## config.mk

```make
export PLATFORM = sky130hd
export DESIGN_NAME = stream_demux1_2
export DESIGN_NICKNAME = d
export VERILOG_FILES = /design/src/rtl/stream_demux1_2.sv
export SDC_FILE = /design/constraint.sdc
export NUM_CORES = 1
export LEC_CHECK = 0
export ABC_AREA = 1
export CAP_MARGIN = 20
export CORE_MARGIN = 3
export CORE_UTILIZATION = 53
export CTS_BUF_LIST = sky130_fd_sc_hd__clkbuf_8
export CTS_CLUSTER_DIAMETER = 60
export CTS_CLUSTER_SIZE = 25
export DETAILED_ROUTE_END_ITERATION = 10
export HOLD_SLACK_MARGIN = 0.02
export PLACE_DENSITY = 0.86
export SLEW_MARGIN = 20
export SYNTH_ARGS = -nofsm -noshare
export SYNTH_HDL_FRONTEND = slang
export SYNTH_HIERARCHICAL = 1
export SYNTH_SLANG_ARGS = --single-unit
export TNS_END_PERCENT = 5
```

## constraint.sdc

```tcl
create_clock -name clk -period 2.94 [get_ports clk]
set_clock_uncertainty 0.1 [all_clocks]
set_input_delay 0.588 -clock clk [delete_from_list [all_inputs] [get_ports clk]]
set_output_delay 0.588 -clock clk [all_outputs]
set_load 0.01 [all_outputs]
```

## src/rtl/stream_demux1_2.sv

```systemverilog
// 1-to-2 valid/ready stream demultiplexer: in_sel routes each word into channel A or B FIFO.
// Optional DEMUX_COUNT_EN adds 16-bit per-channel delivered-word counters (a_count/b_count).

module stream_demux1_2_fifo #(
    parameter int unsigned WIDTH = 32,
    parameter int unsigned DEPTH = 2
) (
    input  logic             clk,
    input  logic             rst_n,
    input  logic             i_push,
    input  logic [WIDTH-1:0] i_data,
    input  logic             i_pop,
    output logic [WIDTH-1:0] o_data,
    output logic             o_valid,
    output logic             o_full
);
    localparam int unsigned PW = (DEPTH > 1) ? $clog2(DEPTH) : 1;
    localparam int unsigned CW = $clog2(DEPTH + 1);
    localparam logic [CW-1:0] FULL_CNT = CW'(DEPTH);

    logic [PW-1:0]    r_wr_ptr;
    logic [PW-1:0]    r_rd_ptr;
    logic [CW-1:0]    r_count;
    logic [CW-1:0]    w_count_nxt;
    logic             r_valid;
    logic             r_full;
    logic             w_do_push;
    logic             w_do_pop;
    logic [WIDTH-1:0] r_mem [DEPTH];

    assign w_do_push = i_push & ~r_full;
    assign w_do_pop  = i_pop & r_valid;

    always_comb begin
        w_count_nxt = r_count;
        case ({w_do_push, w_do_pop})
            2'b10:   w_count_nxt = r_count + CW'(1);
            2'b01:   w_count_nxt = r_count - CW'(1);
            default: w_count_nxt = r_count;
        endcase
    end

    // Flags are registered from the next occupancy so in_ready never sees a_ready/b_ready.
    always_ff @(posedge clk or negedge rst_n) begin
        if (!rst_n) begin
            r_wr_ptr <= '0;
            r_rd_ptr <= '0;
            r_count  <= '0;
            r_valid  <= 1'b0;
            r_full   <= 1'b0;
        end else begin
            if (w_do_push) r_wr_ptr <= r_wr_ptr + PW'(1);
            if (w_do_pop)  r_rd_ptr <= r_rd_ptr + PW'(1);
            r_count <= w_count_nxt;
            r_valid <= (w_count_nxt != '0);
            r_full  <= (w_count_nxt == FULL_CNT);
        end
    end

    always_ff @(posedge clk) begin
        if (w_do_push) r_mem[r_wr_ptr] <= i_data;
    end

    assign o_data  = r_valid ? r_mem[r_rd_ptr] : '0;
    assign o_valid = r_valid;
    assign o_full  = r_full;
endmodule

module stream_demux1_2 #(
    parameter int unsigned WIDTH = 32,
    parameter int unsigned DEPTH = 2
) (
    input  logic             clk,
    input  logic             rst_n,
    input  logic [WIDTH-1:0] in_data,
    input  logic             in_sel,
    input  logic             in_valid,
    output logic             in_ready,
    output logic [WIDTH-1:0] a_data,
    output logic             a_valid,
    input  logic             a_ready,
    output logic [WIDTH-1:0] b_data,
    output logic             b_valid,
    input  logic             b_ready
`ifdef DEMUX_COUNT_EN
    ,
    output logic [15:0]      a_count,
    output logic [15:0]      b_count
`endif
);
    logic w_full_a;
    logic w_full_b;
    logic w_push_a;
    logic w_push_b;
    logic w_pop_a;
    logic w_pop_b;

    assign in_ready = in_sel ? ~w_full_b : ~w_full_a;
    assign w_push_a = in_valid & in_ready & ~in_sel;
    assign w_push_b = in_valid & in_ready & in_sel;
    assign w_pop_a  = a_valid & a_ready;
    assign w_pop_b  = b_valid & b_ready;

    stream_demux1_2_fifo #(.WIDTH(WIDTH), .DEPTH(DEPTH)) u_fifo_a (
        .clk     (clk),
        .rst_n   (rst_n),
        .i_push  (w_push_a),
        .i_data  (in_data),
        .i_pop   (a_ready),
        .o_data  (a_data),
        .o_valid (a_valid),
        .o_full  (w_full_a)
    );

    stream_demux1_2_fifo #(.WIDTH(WIDTH), .DEPTH(DEPTH)) u_fifo_b (
        .clk     (clk),
        .rst_n   (rst_n),
        .i_push  (w_push_b),
        .i_data  (in_data),
        .i_pop   (b_ready),
        .o_data  (b_data),
        .o_valid (b_valid),
        .o_full  (w_full_b)
    );

`ifdef DEMUX_COUNT_EN
    logic [15:0] r_a_count;
    logic [15:0] r_b_count;

    always_ff @(posedge clk or negedge rst_n) begin
        if (!rst_n) begin
            r_a_count <= '0;
            r_b_count <= '0;
        end else begin
            if (w_pop_a) r_a_count <= r_a_count + 16'd1;
            if (w_pop_b) r_b_count <= r_b_count + 16'd1;
        end
    end

    assign a_count = r_a_count;
    assign b_count = r_b_count;
`else
    logic w_unused_pops;
    assign w_unused_pops = w_pop_a ^ w_pop_b;
`endif
endmodule
```

* Word-level counts from Yosys, hierarchy flattened
Memories as Yosys holds them, arrays and structs flattened. Cells that the tools add are included. W data, S select, Z words.
Word-level totals: memories 2, RAM bits 128, input bits 38, register bits 12
Operators by class: bitwise gates (word level) 10, reductions and logical operators 2, equal/unequal tests 6, $add $sub $neg 8, muxes and demuxes 9
Memories:
- u_fifo_a.r_mem | words 2, bits a word 32, read ports 1, clocked after Yosys merged registers in 0, write ports 1, RTL line 29 | logic [WIDTH-1:0] r_mem [DEPTH];
- u_fifo_b.r_mem | words 2, bits a word 32, read ports 1, clocked after Yosys merged registers in 0, write ports 1, RTL line 29
Operators by type and width (count):
- $mux W32 | 2
- $eq A2 B2 Y1 const B | 4
- $pmux W2 S2 | 2
- $and A1 B1 Y1 | 7
- $mux W1 | 5
- $add A1 B1 Y1 const B | 4
- $add A2 B1 Y2 const B | 2
- $eq A2 B1 Y1 const B | 2
- $reduce_bool A2 Y1 | 2
- $sub A2 B1 Y2 const B | 2
- $not A1 Y1 | 3

* Logic depth before layout (Yosys ltp)
depth after elaboration 8, gate-level depth with buffers 10, gate-level depth less buffers 10

* Modules after synthesis
The synthesis kept the hierarchy.
By module, submodules not included:
- stream_demux1_2_fifo | seq. area each 2072.0 um2, instances 2, area each 2678.8 um2, cells each 199
- stream_demux1_2 | seq. area each 0.0 um2, instances 1, area each 38.8 um2, cells each 9

* Worst setup path after synthesis
Ideal clock, no wire load.
path kind input port to flip-flop, from input in_sel, to memory u_fifo_a.r_mem[0][0], enable pin, path buffers 0, data arrival time 2233 ps, setup slack 186 ps, stages 5, path through inv_1 nand2_2 nor2_2 nand2_1 nor2_1
On the way: word-level cells in the longest chain between the ends 6, elaborated cells between the ends (all ways) 7, those cells by class mux: 3; bitwise: 4
Ends and longest elaborated chain:
- start, declared | RTL line 76 | input logic in_sel,
- $mux W1 | RTL line 98 | assign in_ready = in_sel ? ~w_full_b : ~w_full_a;
- $and A1 B1 Y1 | RTL line 99 | assign w_push_a = in_valid & in_ready & ~in_sel;
- $and A1 B1 Y1 * | RTL line 99
- via w_push_a | RTL line 93 | logic w_push_a;
- $and A1 B1 Y1 * | RTL line 31 | assign w_do_push = i_push & ~r_full;
- $mux W1 * | RTL line 61 | if (w_do_push) r_mem[r_wr_ptr] <= i_data;
- $mux W1 (not written as such) * | RTL line 61
- end, declared | RTL line 29
The timed path passes the listed nets; every way through them passes the cells marked *.

* Worst setup path in the final report
from register u_fifo_b.r_rd_ptr, to output b_data[24]
On the way: word-level cells in the longest chain between the ends 2
Ends and longest elaborated chain:
- start, declared | RTL line 22 | logic [PW-1:0] r_rd_ptr;
- start signal, assigned | RTL line 53 | if (w_do_pop) r_rd_ptr <= r_rd_ptr + PW'(1);
- $mem_v2 Z2 W32
- $mux W32 | RTL line 64 | assign o_data = r_valid ? r_mem[r_rd_ptr] : '0;
- end, declared | RTL line 82 | output logic [WIDTH-1:0] b_data,
No other way between the ends.

==> run summary <==
Net switching is 34.3% of the power. The setup TNS after final layout is 0 ns. The post-detailed-route DRC marker count is 0. In this run the count of I/O pins placed on the die edge is 105. In this run the remaining antenna-violating nets after routing total 0.

After clock tree synthesis, the clock-pin slew on the worst setup and hold paths is 0.07 ns. The setup path with the least slack is of type register to output pin. The signal arrival time at the worst endpoint came out at 2.13 ns. The critical path data required time is 2.25 ns. The H-tree was split into 4 levels.

The post-route worst hold slack came out at 0.448 ns. The run finished with clean final reports. The cell count after synthesis came out at 407. The number of buffers inserted during clock tree synthesis came out at 17. The netlist uses 21 different library cells. The tightest min-delay check is of the input port to async pin type. Summed over all instances, the cell type with the most area after synthesis is sky130_fd_sc_hd__edfxtp_1. The number of clock sinks seen by CTS came out at 140.

The number of nets in the finished design came out at 568. The longest clock path from root to sink contains 2 buffers. Power comes to 6.96 mW. The number of warnings reported in the yosys synthesis log came out at 6.

The placer's final routability congestion estimate came out at 0.800. The initial utilization of the core area, before any placement, comes to 55.0%. The achievable clock frequency came out at 354 MHz.

The x dimension of the die came out at 107 um. Dividing the detail-routed wire length by the instance count gives 17.9 um. The total routed wirelength came out at 12000 um.

The clock network fraction of total power came out at 20.1%. After synthesis, the largest area contributor takes up 71.2% of total cell area. The clock latency on the worst-skew pair is 0.41 ns.

The mean instance size in the synthesized netlist came out at 13.3 um2. The worst vdd rail ir drop is 0.480 mV. The number of flops mapped to enable cells by yosys is 128. The transition time at the pin with the least slew margin came out at 0.589 ns. At the end of the flow the core is filled with cells to 71.3%.

The worst setup path is captured at an output pin. The synthesized netlist net count is 447. Sorting the synthesized cells by how often they occur yields 128 x sky130_fd_sc_hd__edfxtp_1, 123 x sky130_fd_sc_hd__nor2_1, 48 x sky130_fd_sc_hd__o21ai_0. The highest fanout seen on the critical path came out at 17. The tightest slew margin relative to the limit came out at 60.6%.

The layout-stage area growth over the synthesis result came out at 29.7%. The via count came out at 3566. The largest net degree at the start of global routing is 33. The clock period could shrink to 2.82 ns. The initial antenna violation count came out at 0. The full die area is 11400 um2. The power density of the placed cells is 994 nW/um2. The internal power contribution is 4.57 mW.

The proportion of layout cells with a drive suffix above 1 came out at 11.5%. The sequential share of power came out at 37.8%. The analysis attributes to cell leakage a power of 2.51 nW. The worst setup path is launched from a register. Setup violations remaining at the end of the flow were counted as 0.

The height of the chip came out at 107 um. The analysis attributes to net switching a power of 2.38 mW. In the synthesized netlist the dominant register cell turns out to be sky130_fd_sc_hd__edfxtp_1. The total global routing track utilization came out at 21.9%. The number of I/O port buffers is 104. The sequential cell area fraction in the yosys report came out at 76.8%. In the post-synthesis netlist, the biggest area contributors are sky130_fd_sc_hd__edfxtp_1 71%, sky130_fd_sc_hd__nor2_1 8.6%, sky130_fd_sc_hd__dfrtp_1 5.6%. The number of global-route vias before repair came out at 3739. The number of diodes added for antenna fixing came out at 0.

The final count of pins violating max slew is 0. The placeable core area came out at 9820 um2. In this run the cell area of the synthesized design comes to 5400 um2. Detailed placement finished with a half-perimeter wire length of 8030 um. The post-synthesis async set-or-reset flop share is 8.57%. The final number of hold-violating endpoints is 0. The root buffer selected by CTS is sky130_fd_sc_hd__clkbuf_8. The ratio of routed vias to standard cells came out at 5.31. The most common cell in the synthesized netlist is sky130_fd_sc_hd__edfxtp_1. The DRC violation total after the first TritonRoute iteration is 214. The first global-routing pass estimated 18900 um of wire.

The number of synthesized register bits came out at 140. Setup repair after global routing left no endpoint under its margin. The final global-route overflow total is 0. Of the total power, combinational logic draws 42.0%. The placement row count is 36.

The first TritonRoute pass finished after 4 iterations. The number of hold buffers added after cts came out at 0. Of the available clock period, the critical path in the final layout requires 96.0%.

Across the run, the number of max-cap violations was 0. TritonCTS built the clock tree.
-- final cells by class --
| class | count | area (um2) |
|---|---|---|
| Sequential cell | 140 | 4150 |
| Fill cell | 677 | 2820 |
| Timing Repair Buffer | 120 | 1190 |
| Multi-Input combinational cell | 229 | 1060 |
| Clock buffer | 17 | 234 |
| Tap cell | 133 | 166 |
| Clock inverter | 12 | 126 |
| Inverter | 20 | 75.1 |
-- layout by cell type (no fill, tap or decap), drive strengths merged --
cell type,instances
a21oi,2
o21ai,64
buf,16
ha,2
edfxtp,128
clkdlybuf4s50,104
xnor2,2
bufinv,2
nand2,15
dfrtp,12
xor2,4
clkinvlp,3
nand3b,2
clkinv,6
nand4,2
nor2,134
inv,21
clkbuf,17
nand3,2
-- routing by layer --
metal / GRT usage (%) / vias up / wire length, um
met3: 6.02 / 16 / 908
met1: 26.3 / 1730 / 4520
met2: 38.0 / 172 / 6370
li1: - / 1648 / -
met4: 7.85 / 0 / 184
met5: 0 / - / 0
-- through the flow --
step | worst slack [ns] | cell area (um2) | std cells
2_1_floorplan | 0.186 | 5400 | 407
3_3_place_gp | 0.522 | 6640 | 642
3_5_place_dp | 0.487 | 6640 | 642
4_1_cts | 0.0643 | 7000 | 671
5_1_grt | 0.0136 | 7000 | 671
6_report | 0.118 | 7000 | 671
-- logic make-up (layout without fill, tap and decap cells) --
logic type	after synthesis	in the layout	share of synthesized area [%]
compound gates	66	66	6.12
xor+xnor	6	6	0.974
fa+ha+maj	2	2	0.464
buf+inv	38	169	4.03
flops	140	140	76.8
simple gates	155	155	11.6
-- power by group through the flow --
stage	Clock, mW	Combinational, mW	Sequential (mW)
CTS	1.42	2.95	2.63
floorplan	0	1.46	2.63
global placement	0	2.83	2.65
finish	1.40	2.92	2.63
global route	1.51	3.18	2.65
detailed placement	0	2.93	2.67
-- worst max-delay path, cell delays in order, from the launching register on --
cell                              delay (ns)
sky130_fd_sc_hd__dfrtp_1                0.39
sky130_fd_sc_hd__inv_2                  0.32
sky130_fd_sc_hd__buf_4                  0.26
sky130_fd_sc_hd__nor2_1                 0.05
sky130_fd_sc_hd__nor2_1                 0.12
sky130_fd_sc_hd__clkdlybuf4s50_1        0.56
-- flip-flops by register name, summed over array words and instances (netlist names) --
signal	count
u_fifo_a/r_mem	64
u_fifo_a/r_wr_ptr	1
u_fifo_a/o_full	1
u_fifo_b/r_count	2
u_fifo_a/o_valid	1
u_fifo_b/r_wr_ptr	1
u_fifo_b/o_valid	1
u_fifo_b/r_rd_ptr	1
u_fifo_b/o_full	1
u_fifo_b/r_mem	64
u_fifo_a/r_rd_ptr	1
u_fifo_a/r_count	2
-- what timing repair did --
action / 4_1_cts / 5_1_grt
gates resized for setup: 0 / 1
setup buffers: 0 / 0
setup endpoints to repair: 0 / 2
-- final timing paths --
path / startpoint / to / slack (ns) / cells past startpoint
setup / recovery: u_fifo_b/r_rd_ptr / b_data[24] / 0.12 / 5
hold / removal: rst_n / u_fifo_b/r_count[1] / 0.45 / 1
setup reg to reg: u_fifo_a/o_valid / u_fifo_a/o_valid / 1.09 / 8
hold reg to reg: u_fifo_a/r_count[1] / u_fifo_a/r_count[1] / 0.45 / 2
max in group asynchronous: rst_n / u_fifo_b/o_valid / 1.88 / 1
min in group clk: u_fifo_a/r_count[1] / u_fifo_a/r_count[1] / 0.45 / 2
No activity file was read; power rests on OpenSTA's default activity.
